`src/rtl/neo_68k_master.sv`:
```
// 68000-style bus initiator: converts single-word local requests into 68000 bus
// cycles. A DTACK timeout guarantees that every accepted request completes.
module neo_68k_master #(
  parameter int unsigned TIMEOUT = 255
) (
  input  logic        CLK_68KCLK,
  input  logic        nRESET,
  input  logic        REQ,
  input  logic        REQ_WE,
  input  logic [22:0] REQ_ADDR,
  input  logic [1:0]  REQ_BE,
  input  logic [15:0] REQ_WDATA,
  output logic        BUSY,
  output logic        ACK,
  output logic        ERR,
  output logic [15:0] RDATA,
  output logic [22:0] M68K_ADDR,
  output logic [15:0] M68K_DATA_OUT,
  output logic        M68K_DATA_OE,
  input  logic [15:0] M68K_DATA_IN,
  output logic        RW,
  output logic        nAS,
  output logic        nUDS,
  output logic        nLDS,
  input  logic        nDTACK
);

  typedef enum logic [2:0] {
    IDLE,
    S_ADDR,
    S_STROBE,
    S_WAIT,
    S_END
  } stateT;

  localparam logic [7:0] TimeoutCount = 8'(TIMEOUT);
  localparam bit         TimeoutOn    = (TIMEOUT != 0);

  stateT       state;
  logic        weReg;
  logic [1:0]  beReg;
  logic [7:0]  waitCnt;
  logic        errFlag;
  logic [15:0] wdataLane;

  // Byte writes replicate the enabled byte onto both halves of the data bus.
  always_comb begin
    wdataLane = REQ_WDATA;
    case (REQ_BE)
      2'b10:   wdataLane = {REQ_WDATA[15:8], REQ_WDATA[15:8]};
      2'b01:   wdataLane = {REQ_WDATA[7:0], REQ_WDATA[7:0]};
      default: wdataLane = REQ_WDATA;
    endcase
  end

  // Bus cycle sequencer; all bus strobes and status outputs are registered here.
  always_ff @(posedge CLK_68KCLK or negedge nRESET) begin
    if (!nRESET) begin
      state         <= IDLE;
      weReg         <= 1'b0;
      beReg         <= 2'b00;
      waitCnt       <= 8'd0;
      errFlag       <= 1'b0;
      BUSY          <= 1'b0;
      ACK           <= 1'b0;
      ERR           <= 1'b0;
      RDATA         <= 16'd0;
      M68K_ADDR     <= 23'd0;
      M68K_DATA_OUT <= 16'd0;
      M68K_DATA_OE  <= 1'b0;
      RW            <= 1'b1;
      nAS           <= 1'b1;
      nUDS          <= 1'b1;
      nLDS          <= 1'b1;
    end else begin
      ACK <= 1'b0;
      ERR <= 1'b0;
      case (state)
        IDLE: begin
          if (REQ) begin
            if (REQ_BE != 2'b00) begin
              state     <= S_ADDR;
              weReg     <= REQ_WE;
              beReg     <= REQ_BE;
              M68K_ADDR <= REQ_ADDR;
              if (REQ_WE) begin
                M68K_DATA_OUT <= wdataLane;
              end
              waitCnt <= 8'd0;
              errFlag <= 1'b0;
              BUSY    <= 1'b1;
            end else begin
              // A request with no byte enabled is refused without touching the bus.
              ACK   <= 1'b1;
              ERR   <= 1'b1;
              RDATA <= 16'd0;
            end
          end
        end

        S_ADDR: begin
          state <= S_STROBE;
          nAS   <= 1'b0;
          if (weReg) begin
            RW           <= 1'b0;
            M68K_DATA_OE <= 1'b1;
          end else begin
            nUDS <= ~beReg[1];
            nLDS <= ~beReg[0];
          end
        end

        S_STROBE: begin
          state <= S_WAIT;
          nUDS  <= ~beReg[1];
          nLDS  <= ~beReg[0];
        end

        // The wait counter saturates so a disabled timeout can never wrap around.
        S_WAIT: begin
          if (!nDTACK) begin
            state <= S_END;
          end else begin
            if (TimeoutOn && (waitCnt == TimeoutCount)) begin
              state   <= S_END;
              errFlag <= 1'b1;
            end
            if (waitCnt != 8'hFF) begin
              waitCnt <= waitCnt + 8'd1;
            end
          end
        end

        S_END: begin
          state        <= IDLE;
          ACK          <= 1'b1;
          ERR          <= errFlag;
          RDATA        <= (!weReg && !errFlag) ? M68K_DATA_IN : 16'd0;
          BUSY         <= 1'b0;
          nAS          <= 1'b1;
          nUDS         <= 1'b1;
          nLDS         <= 1'b1;
          RW           <= 1'b1;
          M68K_DATA_OE <= 1'b0;
        end

        default: state <= IDLE;
      endcase
    end
  end

endmodule
```
`config.mk`:
```
export PLATFORM = sky130hd
export DESIGN_NAME = neo_68k_master
export DESIGN_NICKNAME = d
export VERILOG_FILES = /design/src/rtl/neo_68k_master.sv
export SDC_FILE = /design/constraint.sdc
export NUM_CORES = 1
export LEC_CHECK = 0
export ABC_AREA = 1
export BUFFER_PORTS_ARGS = -buffer_cell sky130_fd_sc_hd__buf_4
export CORE_MARGIN = 1
export CORE_UTILIZATION = 56
export CTS_BUF_LIST = sky130_fd_sc_hd__clkbuf_8
export DETAILED_ROUTE_END_ITERATION = 12
export PLACE_DENSITY = 0.95
export SLEW_MARGIN = 20
export SYNTH_ARGS = -nofsm -noshare
export SYNTH_HDL_FRONTEND = slang
export SYNTH_SLANG_ARGS = --single-unit
```
`constraint.sdc`:
```
create_clock -name CLK_68KCLK -period 2.3 [get_ports CLK_68KCLK]
set_input_delay 0.23 -clock CLK_68KCLK [delete_from_list [all_inputs] [get_ports CLK_68KCLK]]
set_output_delay 0.23 -clock CLK_68KCLK [all_outputs]
set_load 0.005 [all_outputs]
```
==> metrics <==
clock root buffer clkbuf_8; hold_buf cts 0; Sum Neg Setup Slack 0 ns; RSZ-0062 raised after global routing false; Routed WL roughly 8900 µm; area grow syn2layout 32.59%; R2R setup slack around 0.56 ns; largest net degree at the start of global routing 79; slew margin rel. 35.90%; actual slew at the worst max-slew pin 0.9615 ns; Mapped Cells 439; startpoint class of the critical path register; Worst Hold Class primary input to async pin; outcome completed; peak supply drop 694.6 µV; share of cells above drive strength 1 28.67%; count of cell types in the netlist 27; die area 6713 µm²; core region area between 6000 and 7000 µm²; Finished Layout Cells 640; ANT nets after route 0; delay-heaviest family, CP simple AND/OR/NAND/NOR gates; Initial DRC Count 232; vias per inst roughly 5.1; critical path capture point type register; FF/Latch Area 1957 µm²; DR pass1 iterations 5; Max-Cap Viols 0; Yosys reg bits 78; H-tree levels 3; Synthesized Nets a little over 500; cell taking the most area after synthesis dfrtp_1; antenna violations before repair 0; Hold Fails Final Rpt 0; Tmin final 1.740 ns; placer congestion estimate 0.8103; worst-path cell chain nor2_4 -> nand2_2 -> inv_2 -> nand3_2 -> o21ai_0; clk sinks 78; Layout Skew between 0.008 and 0.009 ns; most common cell after layout, fill and taps aside nand2_1; CP max stage delay 0.46 ns; Core Util, Final 78.74%; synthesized area per cell 8.151 µm²; setup bufs post-CTS 0; I/O Buffers 124; chip width 81.94 µm; Synth Warn # 0; Core Rows 28; vias in the first global route 3262; Synth top area share approximately half; CTS Buf Count 9; fin nets 626; Worst-path clk slew 0.08 ns; slowest CP cell dfrtp_1; DR WL/cell 13.84 µm; grt ovf 0; CTS max path bufs 2; die height 81.94 µm; PostCTS Resize Cnt 0; I/O pin count 125; multi-input logic area 1391 µm²; vias 3288; design area 4745 µm²; latest clock arrival within the worst-skew pair 0.36 ns; commonest non-fill, non-tap cells in the layout nand2_1, buf_4, dfrtp_1; Critical Path Fanout Max 23; power density over the cells approximately 1200 nW/µm²; Cell Area, Synth 3578 µm²; Tcrit/Tclk final 75.66%; Crit Path Class register to register; CTS tree yes; Leakage ~2.7 nW; Antenna diodes 0; sequential share of the synthesized area between 50% and 60%; All-Layer GR Usage 28.93%; placed cell count between 600 and 700; Placed Area 4524 µm²; Post-route DRC 0; fmax 0.5746 GHz; fin. max-slew vios 0; global-route wire length before repair 14450 µm; hpwl dp 6311 µm; Fill cells 402; final setup fails 0; Initial Util 59.39%; worst path buffer plus inverter count 1; largest cells by area after synthesis dfrtp_1, nand2_1, nand3_1; worst endpoint required time 2.57 ns; crit path DAT 2.01 ns
-- final cells by class --
class                           instances  area share, %
Timing Repair Buffer                  125          19.78
Multi-Input combinational cell        308          29.32
Tap cell                               75          1.978
Sequential cell                        78          41.24
Clock buffer                            9          2.611
Clock inverter                          7          2.031
Inverter                               38          3.033
-- kinds of logic after synthesis --
kind of cell	count (synthesis)	synth area share [%]
and+or+nand+nor	267	31.26
DFF	78	54.69
adders and majority gates	4	1.399
AOI/OAI and AO/OA	37	6.224
buffers and inverters	53	6.434
-- Yosys cell counts --
cell type  count
a21oi_1        4
a22o_1         8
buf_2          9
buf_4          1
buf_6          2
clkbuf_1       3
clkinv_2       1
dfrtp_1       74
dfstp_2        4
ha_1           4
inv_1         32
inv_2          5
nand2_1      209
nand2_2        4
nand2_4        2
nand3_1       27
nand3_2        1
nand3_4        1
nor2_1        18
nor2_2         1
nor2_4         2
nor2_8         1
nor3b_1        1
o21a_1         1
o21ai_0       19
o21ai_1        3
o21bai_1       2
-- sequential cells by signal (all words and copies together) (netlist names), 2 cells and up --
signal and cells:
state 3, M68K_ADDR 23, RDATA 16, M68K_DATA_OUT 16
waitCnt 8, beReg 2
-- worst paths after layout --
path / cells past startpoint / to / startpoint
max: 5 / RDATA[1] / state[0]
max reg2reg: 5 / RDATA[1] / state[0]
min: 1 / M68K_ADDR[3] / nRESET
min reg2reg: 2 / nAS / nAS
min in group CLK_68KCLK: 3 / M68K_ADDR[10] / REQ_ADDR[10]
max in group asynchronous: 1 / M68K_ADDR[13] / nRESET
-- metrics by stage --
stage          power [mW]  setup slack, ns  hold slack (ns)
6_report            5.745           0.5598          0.02393
3_5_place_dp        4.632           0.5764           0.4343
2_1_floorplan       3.426            1.004         -0.06559
5_1_grt             6.174           0.4473          0.05939
3_3_place_gp        4.498           0.6660           0.4287
4_1_cts             5.773           0.5991          0.05249
-- routing by layer --
layer / up-vias / global-route usage, % / part of all wire (%)
met2: 144 / 47.36 / 50
met3: 16 / 6.444 / 8.2
li1: 1601 / - / -
met1: 1527 / 36.15 / 40
met4: 0 / 14.04 / 2.1
met5: - / 0 / 0
-- where the power goes --
part | total (mW) | switching [mW] | internal, mW
Clock | 1.13 | 0.512 | 0.614
Sequential | 2.40 | 0.402 | 2.00
Combinational | 2.22 | 1.13 | 1.09
Total | 5.74 | 2.04 | 3.70
Note: power is estimated with default switching activity, not from simulation.
